**src/rtl/wb_gpio_bank_pkg.sv**
```systemverilog
// Shared widths, register offsets, bus payload type and helpers for the GPIO bank.
package wb_gpio_bank_pkg;

    localparam int unsigned WB_AW     = 32;
    localparam int unsigned WB_DW     = 32;
    localparam int unsigned WB_SW     = WB_DW / 8;

    // Each channel occupies a 0x20-byte window holding eight word registers.
    localparam int unsigned CH_STRIDE = 32;
    localparam int unsigned OFS_W     = 3;
    localparam int unsigned OFS_LSB   = 2;
    localparam int unsigned CH_IDX_W  = 3;
    localparam int unsigned CH_LSB    = OFS_LSB + OFS_W;
    localparam int unsigned MAX_CH    = 8;

    // Word offset within a channel window (byte offset / 4).
    typedef enum logic [OFS_W-1:0] {
        OFS_OUT  = 3'd0,
        OFS_DIR  = 3'd1,
        OFS_IN   = 3'd2,
        OFS_IEN  = 3'd3,
        OFS_EDGE = 3'd4,
        OFS_STAT = 3'd5,
        OFS_RSV6 = 3'd6,
        OFS_RSV7 = 3'd7
    } reg_ofs_e;

    // Wishbone request payload as seen by the slave.
    typedef struct packed {
        logic [WB_AW-1:0] adr;
        logic [WB_DW-1:0] dat;
        logic [WB_SW-1:0] sel;
        logic             we;
    } wb_req_t;

    // Expand byte-lane selects into a per-bit write mask.
    function automatic logic [WB_DW-1:0] lane_mask(input logic [WB_SW-1:0] sel);
        logic [WB_DW-1:0] m;
        m = '0;
        for (int b = 0; b < int'(WB_SW); b++) begin
            m[b*8 +: 8] = {8{sel[b]}};
        end
        return m;
    endfunction

endpackage

```
**src/rtl/wb_gpio_bank_channel.sv**
```systemverilog
// One GPIO channel: OUT/DIR/IEN/EDGE/STAT registers, input synchroniser,
// edge detection, write decode for its offsets and a read mux.
module wb_gpio_bank_channel
    import wb_gpio_bank_pkg::*;
#(
    parameter int unsigned CH_WIDTH = 32
) (
    input  logic                clk,
    input  logic                rst_n,
    input  logic                wr_en,
    input  reg_ofs_e            ofs,
    input  logic [WB_DW-1:0]    wr_dat,
    input  logic [WB_SW-1:0]    wr_sel,
    input  logic [CH_WIDTH-1:0] pad,
    output logic [CH_WIDTH-1:0] out_q,
    output logic [CH_WIDTH-1:0] dir_q,
    output logic [WB_DW-1:0]    rd_dat_c,
    output logic                irq_c
);

    logic [CH_WIDTH-1:0] ien_q;
    logic [CH_WIDTH-1:0] edge_q;
    logic [CH_WIDTH-1:0] stat_q;
    logic [CH_WIDTH-1:0] sync1_q;
    logic [CH_WIDTH-1:0] sync2_q;
    logic [CH_WIDTH-1:0] prev_q;

    logic [WB_DW-1:0]    lane_c;
    logic [CH_WIDTH-1:0] out_nxt_c;
    logic [CH_WIDTH-1:0] dir_nxt_c;
    logic [CH_WIDTH-1:0] ien_nxt_c;
    logic [CH_WIDTH-1:0] edge_nxt_c;
    logic [CH_WIDTH-1:0] stat_clr_c;
    logic [CH_WIDTH-1:0] rise_c;
    logic [CH_WIDTH-1:0] fall_c;
    logic [CH_WIDTH-1:0] stat_set_c;

    // Byte-lane merge of write data into a register; bits above CH_WIDTH are dropped.
    function automatic logic [CH_WIDTH-1:0] merge(
        input logic [CH_WIDTH-1:0] cur,
        input logic [WB_DW-1:0]    dat,
        input logic [WB_DW-1:0]    lane
    );
        return CH_WIDTH'((WB_DW'(cur) & ~lane) | (dat & lane));
    endfunction

    assign lane_c = lane_mask(wr_sel);

    // Write decode: next values for the rw registers and the W1C mask for STAT.
    always_comb begin
        out_nxt_c  = out_q;
        dir_nxt_c  = dir_q;
        ien_nxt_c  = ien_q;
        edge_nxt_c = edge_q;
        stat_clr_c = '0;
        if (wr_en) begin
            case (ofs)
                OFS_OUT:  out_nxt_c  = merge(out_q,  wr_dat, lane_c);
                OFS_DIR:  dir_nxt_c  = merge(dir_q,  wr_dat, lane_c);
                OFS_IEN:  ien_nxt_c  = merge(ien_q,  wr_dat, lane_c);
                OFS_EDGE: edge_nxt_c = merge(edge_q, wr_dat, lane_c);
                OFS_STAT: stat_clr_c = CH_WIDTH'(wr_dat & lane_c);
                default:  ;
            endcase
        end
    end

    // Edge events from the synchronised input, qualified by polarity and enable.
    always_comb begin
        rise_c     = sync2_q & ~prev_q;
        fall_c     = ~sync2_q & prev_q;
        stat_set_c = ((rise_c & edge_q) | (fall_c & ~edge_q)) & ien_q;
    end

    // Configuration registers.
    always_ff @(posedge clk or negedge rst_n) begin
        if (!rst_n) begin
            out_q  <= '0;
            dir_q  <= '0;
            ien_q  <= '0;
            edge_q <= '0;
        end else begin
            out_q  <= out_nxt_c;
            dir_q  <= dir_nxt_c;
            ien_q  <= ien_nxt_c;
            edge_q <= edge_nxt_c;
        end
    end

    // Two-flop synchroniser followed by the previous-value register for edge detection.
    always_ff @(posedge clk or negedge rst_n) begin
        if (!rst_n) begin
            sync1_q <= '0;
            sync2_q <= '0;
            prev_q  <= '0;
        end else begin
            sync1_q <= pad;
            sync2_q <= sync1_q;
            prev_q  <= sync2_q;
        end
    end

    // Sticky status; a new event on the same bit as a W1C keeps the bit set.
    always_ff @(posedge clk or negedge rst_n) begin
        if (!rst_n) begin
            stat_q <= '0;
        end else begin
            stat_q <= (stat_q & ~stat_clr_c) | stat_set_c;
        end
    end

    // Read mux, zero-extended; reserved offsets read zero.
    always_comb begin
        rd_dat_c = '0;
        case (ofs)
            OFS_OUT:  rd_dat_c = WB_DW'(out_q);
            OFS_DIR:  rd_dat_c = WB_DW'(dir_q);
            OFS_IN:   rd_dat_c = WB_DW'(sync2_q);
            OFS_IEN:  rd_dat_c = WB_DW'(ien_q);
            OFS_EDGE: rd_dat_c = WB_DW'(edge_q);
            OFS_STAT: rd_dat_c = WB_DW'(stat_q);
            default:  rd_dat_c = '0;
        endcase
    end

    // Per-channel interrupt request before the bank-level register.
    always_comb begin
        irq_c = |(stat_q & ien_q);
    end

endmodule

```
**src/rtl/wb_gpio_bank.sv**
```systemverilog
// Wishbone slave GPIO bank: address decode, single-wait-state ack, read-data
// select across channels and the registered interrupt OR.
module wb_gpio_bank
    import wb_gpio_bank_pkg::*;
#(
    parameter logic [31:0] BASE_ADDR = 32'h3000_0000,
    parameter int unsigned NUM_CH    = 4,
    parameter int unsigned CH_WIDTH  = 32
) (
    input  logic                       wb_clk_i,
    input  logic                       wb_rst_i,
    input  logic [WB_AW-1:0]           wb_adr_i,
    input  logic [WB_DW-1:0]           wb_dat_i,
    input  logic [WB_SW-1:0]           wb_sel_i,
    input  logic                       wb_we_i,
    input  logic                       wb_cyc_i,
    input  logic                       wb_stb_i,
    output logic [WB_DW-1:0]           wb_dat_o,
    output logic                       wb_ack_o,
    output logic                       hit_o,
    input  logic [NUM_CH*CH_WIDTH-1:0] gpio_i,
    output logic [NUM_CH*CH_WIDTH-1:0] gpio_o,
    output logic [NUM_CH*CH_WIDTH-1:0] gpio_oe,
    output logic                       irq_o
);

    localparam logic [WB_AW-1:0] WIN_SIZE = WB_AW'(NUM_CH * CH_STRIDE);

    wb_req_t             req_c;
    logic [WB_AW-1:0]    adr_rel_c;
    logic [CH_IDX_W-1:0] ch_idx_c;
    reg_ofs_e            ofs_c;
    logic                request_c;
    logic                wr_commit_c;
    logic                rd_launch_c;
    logic [WB_DW-1:0]    ch_rd_c [NUM_CH];
    logic [NUM_CH-1:0]   ch_irq_c;
    logic [WB_DW-1:0]    rd_sel_c;

    assign req_c = '{adr: wb_adr_i, dat: wb_dat_i, sel: wb_sel_i, we: wb_we_i};

    // Window decode; an address below the base wraps far above the window size.
    always_comb begin
        adr_rel_c = req_c.adr - BASE_ADDR;
        hit_o     = adr_rel_c < WIN_SIZE;
        ch_idx_c  = adr_rel_c[CH_LSB +: CH_IDX_W];
        ofs_c     = reg_ofs_e'(adr_rel_c[OFS_LSB +: OFS_W]);
    end

    // Request qualification: writes commit in the ack cycle, reads load on the first cycle.
    always_comb begin
        request_c   = wb_cyc_i & wb_stb_i & hit_o;
        wr_commit_c = request_c & wb_ack_o & req_c.we;
        rd_launch_c = request_c & ~wb_ack_o & ~req_c.we;
    end

    for (genvar c = 0; c < int'(NUM_CH); c++) begin : g_ch
        wb_gpio_bank_channel #(
            .CH_WIDTH (CH_WIDTH)
        ) u_ch (
            .clk      (wb_clk_i),
            .rst_n    (wb_rst_i),
            .wr_en    (wr_commit_c && (ch_idx_c == CH_IDX_W'(c))),
            .ofs      (ofs_c),
            .wr_dat   (req_c.dat),
            .wr_sel   (req_c.sel),
            .pad      (gpio_i[c*CH_WIDTH +: CH_WIDTH]),
            .out_q    (gpio_o[c*CH_WIDTH +: CH_WIDTH]),
            .dir_q    (gpio_oe[c*CH_WIDTH +: CH_WIDTH]),
            .rd_dat_c (ch_rd_c[c]),
            .irq_c    (ch_irq_c[c])
        );
    end

    // Select the addressed channel's read data.
    always_comb begin
        rd_sel_c = '0;
        for (int c = 0; c < int'(NUM_CH); c++) begin
            if (ch_idx_c == CH_IDX_W'(c)) begin
                rd_sel_c = ch_rd_c[c];
            end
        end
    end

    // Ack one cycle after the request; back-to-back requests are acked every other cycle.
    always_ff @(posedge wb_clk_i or negedge wb_rst_i) begin
        if (!wb_rst_i) begin
            wb_ack_o <= 1'b0;
        end else begin
            wb_ack_o <= request_c & ~wb_ack_o;
        end
    end

    // Read data register; holds its value when no read is launched.
    always_ff @(posedge wb_clk_i or negedge wb_rst_i) begin
        if (!wb_rst_i) begin
            wb_dat_o <= '0;
        end else if (rd_launch_c) begin
            wb_dat_o <= rd_sel_c;
        end
    end

    // Bank interrupt: OR of all channel requests, registered.
    always_ff @(posedge wb_clk_i or negedge wb_rst_i) begin
        if (!wb_rst_i) begin
            irq_o <= 1'b0;
        end else begin
            irq_o <= |ch_irq_c;
        end
    end

endmodule

```
**config.mk**
```make
export PLATFORM = sky130hd
export DESIGN_NAME = wb_gpio_bank
export DESIGN_NICKNAME = d
export VERILOG_FILES = /design/src/rtl/wb_gpio_bank_pkg.sv /design/src/rtl/wb_gpio_bank_channel.sv /design/src/rtl/wb_gpio_bank.sv
export SDC_FILE = /design/constraint.sdc
export NUM_CORES = 2
export LEC_CHECK = 0
export BUFFER_PORTS_ARGS = -buffer_cell sky130_fd_sc_hd__buf_2
export CORE_MARGIN = 1.5
export CORE_UTILIZATION = 63
export CTS_BUF_LIST = sky130_fd_sc_hd__clkbuf_4 sky130_fd_sc_hd__clkbuf_8 sky130_fd_sc_hd__clkbuf_16
export DETAILED_ROUTE_END_ITERATION = 6
export PLACE_DENSITY_LB_ADDON = 0.25
export SLEW_MARGIN = 20
export SYNTH_ARGS = -nofsm -noshare
export SYNTH_HDL_FRONTEND = slang
export SYNTH_HIERARCHICAL = 1
export SYNTH_SLANG_ARGS = --single-unit
```
**constraint.sdc**
```tcl
create_clock -name wb_clk_i -period 6.55 [get_ports wb_clk_i]
set_input_delay 0.3275 -clock wb_clk_i [delete_from_list [all_inputs] [get_ports wb_clk_i]]
set_output_delay 0.3275 -clock wb_clk_i [all_outputs]
set_load 0.02 [all_outputs]
```
==> metrics.md <==
| Metric | Value |
|---|---|
| Hold slack | `between 0.2 and 0.3 ns` |
| ANT nets after route | `0` |
| Actual slew at the worst max-slew pin | `between 1 and 1.5 ns` |
| Most frequent cells in the layout | `dfrtp_1, mux2_2, buf_2` |
| Startpoint class of the critical path | `primary input` |
| Post-DP Area | `46900 um2` |
| Distinct cells, synth | `37` |
| CTS tree | `yes` |
| CTS clk-pin slew, worst paths | `0.06 ns` |
| Mean Syn Cell Area | `13.6 um2` |
| Number of global-route vias before repair | `33227` |
| Post-Place Setup Slack | `between 2 and 2.5 ns` |
| Data arrival, critical path | `4.93 ns` |
| Reg-to-reg slack, setup | `about 3.4 ns` |
| Hold Path Stages | `3` |
| Grt total ovfl | `0` |
| Clock skew | `about 0.012 ns` |
| Slew Viols, Final | `0` |
| Layout Nets | `4023` |
| Global-route wire length before repair | `216000 um` |
| Peak VDD IR | `between 0.00015 and 0.0002 V` |
| Synth Register Bits | `roughly 1100` |
| Layout area overhead | `19.1%` |
| Final Routed Wirelength | `around 150000 um` |
| Boundary Pins | `slightly below 500` |
| RSZ-0062 raised after global routing | `false` |
| Data required, critical path | `a little over 7 ns` |
| RePlAce Congestion | `~0.91` |
| Outcome | `completed` |
| Longest Clk Path Bufs | `3` |
| Most common cell after layout, fill and taps aside | `dfrtp_1` |
| Hold Crit Class | `primary input to flip-flop` |
| Final-report hold violation count | `0` |
| Crit path capture type | `flip-flop` |
| P per Cell Area | `267 nW/um2` |
| Achievable Freq | `between 200 and 250 MHz` |
| Largest net degree at the start of global routing | `191` |
| DRC violations left | `0` |
| Later-pin clock latency in the skew report | `0.67 ns` |
| Placeable Area | `68700 um2` |
| Post-route cell area | `between 50000 and 60000 um2` |
| Via count | `33079` |
| PortBufs | `between 400 and 500` |
| Static leakage | `around 0.025 uW` |
| Number of gates resized after CTS | `0` |
| Layout cells sized above 1 | `0.341` |
| Cell row count | `96` |
| Final Cycle Share | `0.669` |
| Syn nets | `3423` |
| CTS Buf Count | `105` |
| WHS Endpoint | `g_ch[0].u_ch/stat_q[25]` |
| Post-Synthesis Cells | `3222` |
| Sequential cell area fraction in the yosys report | `0.605` |
| Ys Warns | `6` |
| Initial antenna violation count | `26` |
| Area share of the largest cell type after synthesis | `0.605` |
| Path type of the worst setup path | `primary input to flip-flop` |
| Worst-path maximum fanout | `10` |
| Relative slew slack | `0.267` |
| Clock root cell | `clkbuf_16` |
| Routed vias/inst | `6.81` |
| Max-cap viol count | `0` |
| Final core utilization | `0.758` |
| H-Tree Depth | `3` |
| DP Wirelength | `96600 um` |
| Iteration-0 DRC Markers | `approximately 4000` |
| Reg-to-reg startpoint | `wb_ack_o` |
| R2R depth | `5` |
| Die X | `266 um` |
| Top cell type by total area after synthesis | `dfrtp_1` |
| Fillcell total | `4303` |
| WL/cell | `30.4 um` |
| Final setup fails | `0` |
| Clock tree sinks | `1058` |
| Fin crit period | `approximately 4.4 ns` |
| Die height | `266 um` |
| Die area | `just over 70000 um2` |
| Setup TNS | `0 ns` |
| Min-delay src | `wb_dat_i[25]` |
| All-layer global routing usage | `0.418` |
| Pre-antenna DRT Iters | `6` |
| Final setup margin | `2.17 ns` |
| Initial Utilization | `0.637` |
| Top post-synthesis cells by area | `dfrtp_1, mux2_2, a22oi_1` |
| Synthesized area | `43700 um2` |
## per-layer routing
layer  wire length [um]  global-route usage  vias to the layer above
li1                   -                   -                    13392
met1              53400               0.537                    17018
met2              66100               0.608                     2151
met3              15800               0.112                      508
met4              12500               0.316                       10
met5                 69                   0                        -
## kinds of logic (layout without fill, tap and decap cells)
group                  after synthesis  in the layout  synth area share
other                                0             16                 0
muxes                              576            576             0.159
AOI/OAI and AO/OA                  704            704             0.121
and+or+nand+nor                    717            717            0.0954
DFF                               1058           1058             0.605
buffers and inverters              167            858            0.0192
## area by class of cell
class / count / area (um2) / area share
Tap cell: 931 / 1160 / 0.0224
Timing Repair Buffer: 660 / 4120 / 0.0792
Clock inverter: 41 / 503 / 0.00966
Sequential cell: 1058 / 26500 / 0.508
Multi-Input combinational cell: 1997 / 16500 / 0.317
Clock buffer: 157 / 3260 / 0.0626
Antenna cell: 16 / 40.0 / 0.000769
## worst max-delay path: stages
cell and delay [ns]:
dlygate4sd3_1 0.54, buf_2 0.14, nor4_4 0.11, dlygate4sd3_1 0.66
nand4_4 0.17, nor3_1 0.62, nor3b_1 0.89, and2_1 0.54
and2_1 0.52, mux2_2 0.41
## per-stage QoR
stage,cells,power (uW)
5_1_grt,4851,14200
3_5_place_dp,4513,7460
2_1_floorplan,3222,7020
3_3_place_gp,4513,7440
6_report,4860,13900
4_1_cts,4844,13900
## worst max path at each step
stage / slack [ns] / cells after the start / endpoint / startpoint
after global placement: 2.38 / 8 / flip-flop / wb_adr_i[7]
final: 2.17 / 10 / flip-flop / wb_adr_i[25]
after global routing: 1.99 / 10 / flip-flop / wb_adr_i[25]
after CTS: 2.40 / 10 / flip-flop / wb_adr_i[25]
after floorplan: 3.70 / 10 / flip-flop / wb_adr_i[7]
after detailed placement: 2.25 / 8 / flip-flop / wb_adr_i[7]
## synthesized netlist by cell type
library cell	count
dfrtp_1	1058
mux2_2	490
a22oi_1	448
nand3_1	257
nand2_1	146
a22o_1	128
nand2b_1	128
o22ai_1	128
clkbuf_1	89
and2_1	48
buf_2	37
buf_4	36
mux4_2	32
mux2_4	30
nor2b_1	27
mux2_1	24
nand4_1	17
nor2_2	16
nor2_8	16
and3b_1	8
nor3b_2	8
nor3_1	7
and2b_1	5
nor3b_1	5
or4_1	5
buf_6	4
nand3b_1	4
or3_1	4
and3_1	3
nor2_1	3
nor4_1	3
and4bb_2	2
nor4_4	2
buf_1	1
nand4_4	1
nor4b_1	1
nor4b_4	1
## where the power goes
group	total, uW	internal, uW	switching (uW)
registers	6750	6660	88.7
logic	685	196	489
clock network	6460	3870	2580
total	13900	10700	3160
## repair_timing
| action | in CTS | in global routing |
|---|---|---|
| endpoints found under the setup margin | 0 | 0 |
| hold buffers | 133 | 0 |
| hold endpoints to repair | 238 | 0 |
| setup buffers | 0 | 0 |
Note: power is estimated with default switching activity, not from simulation.
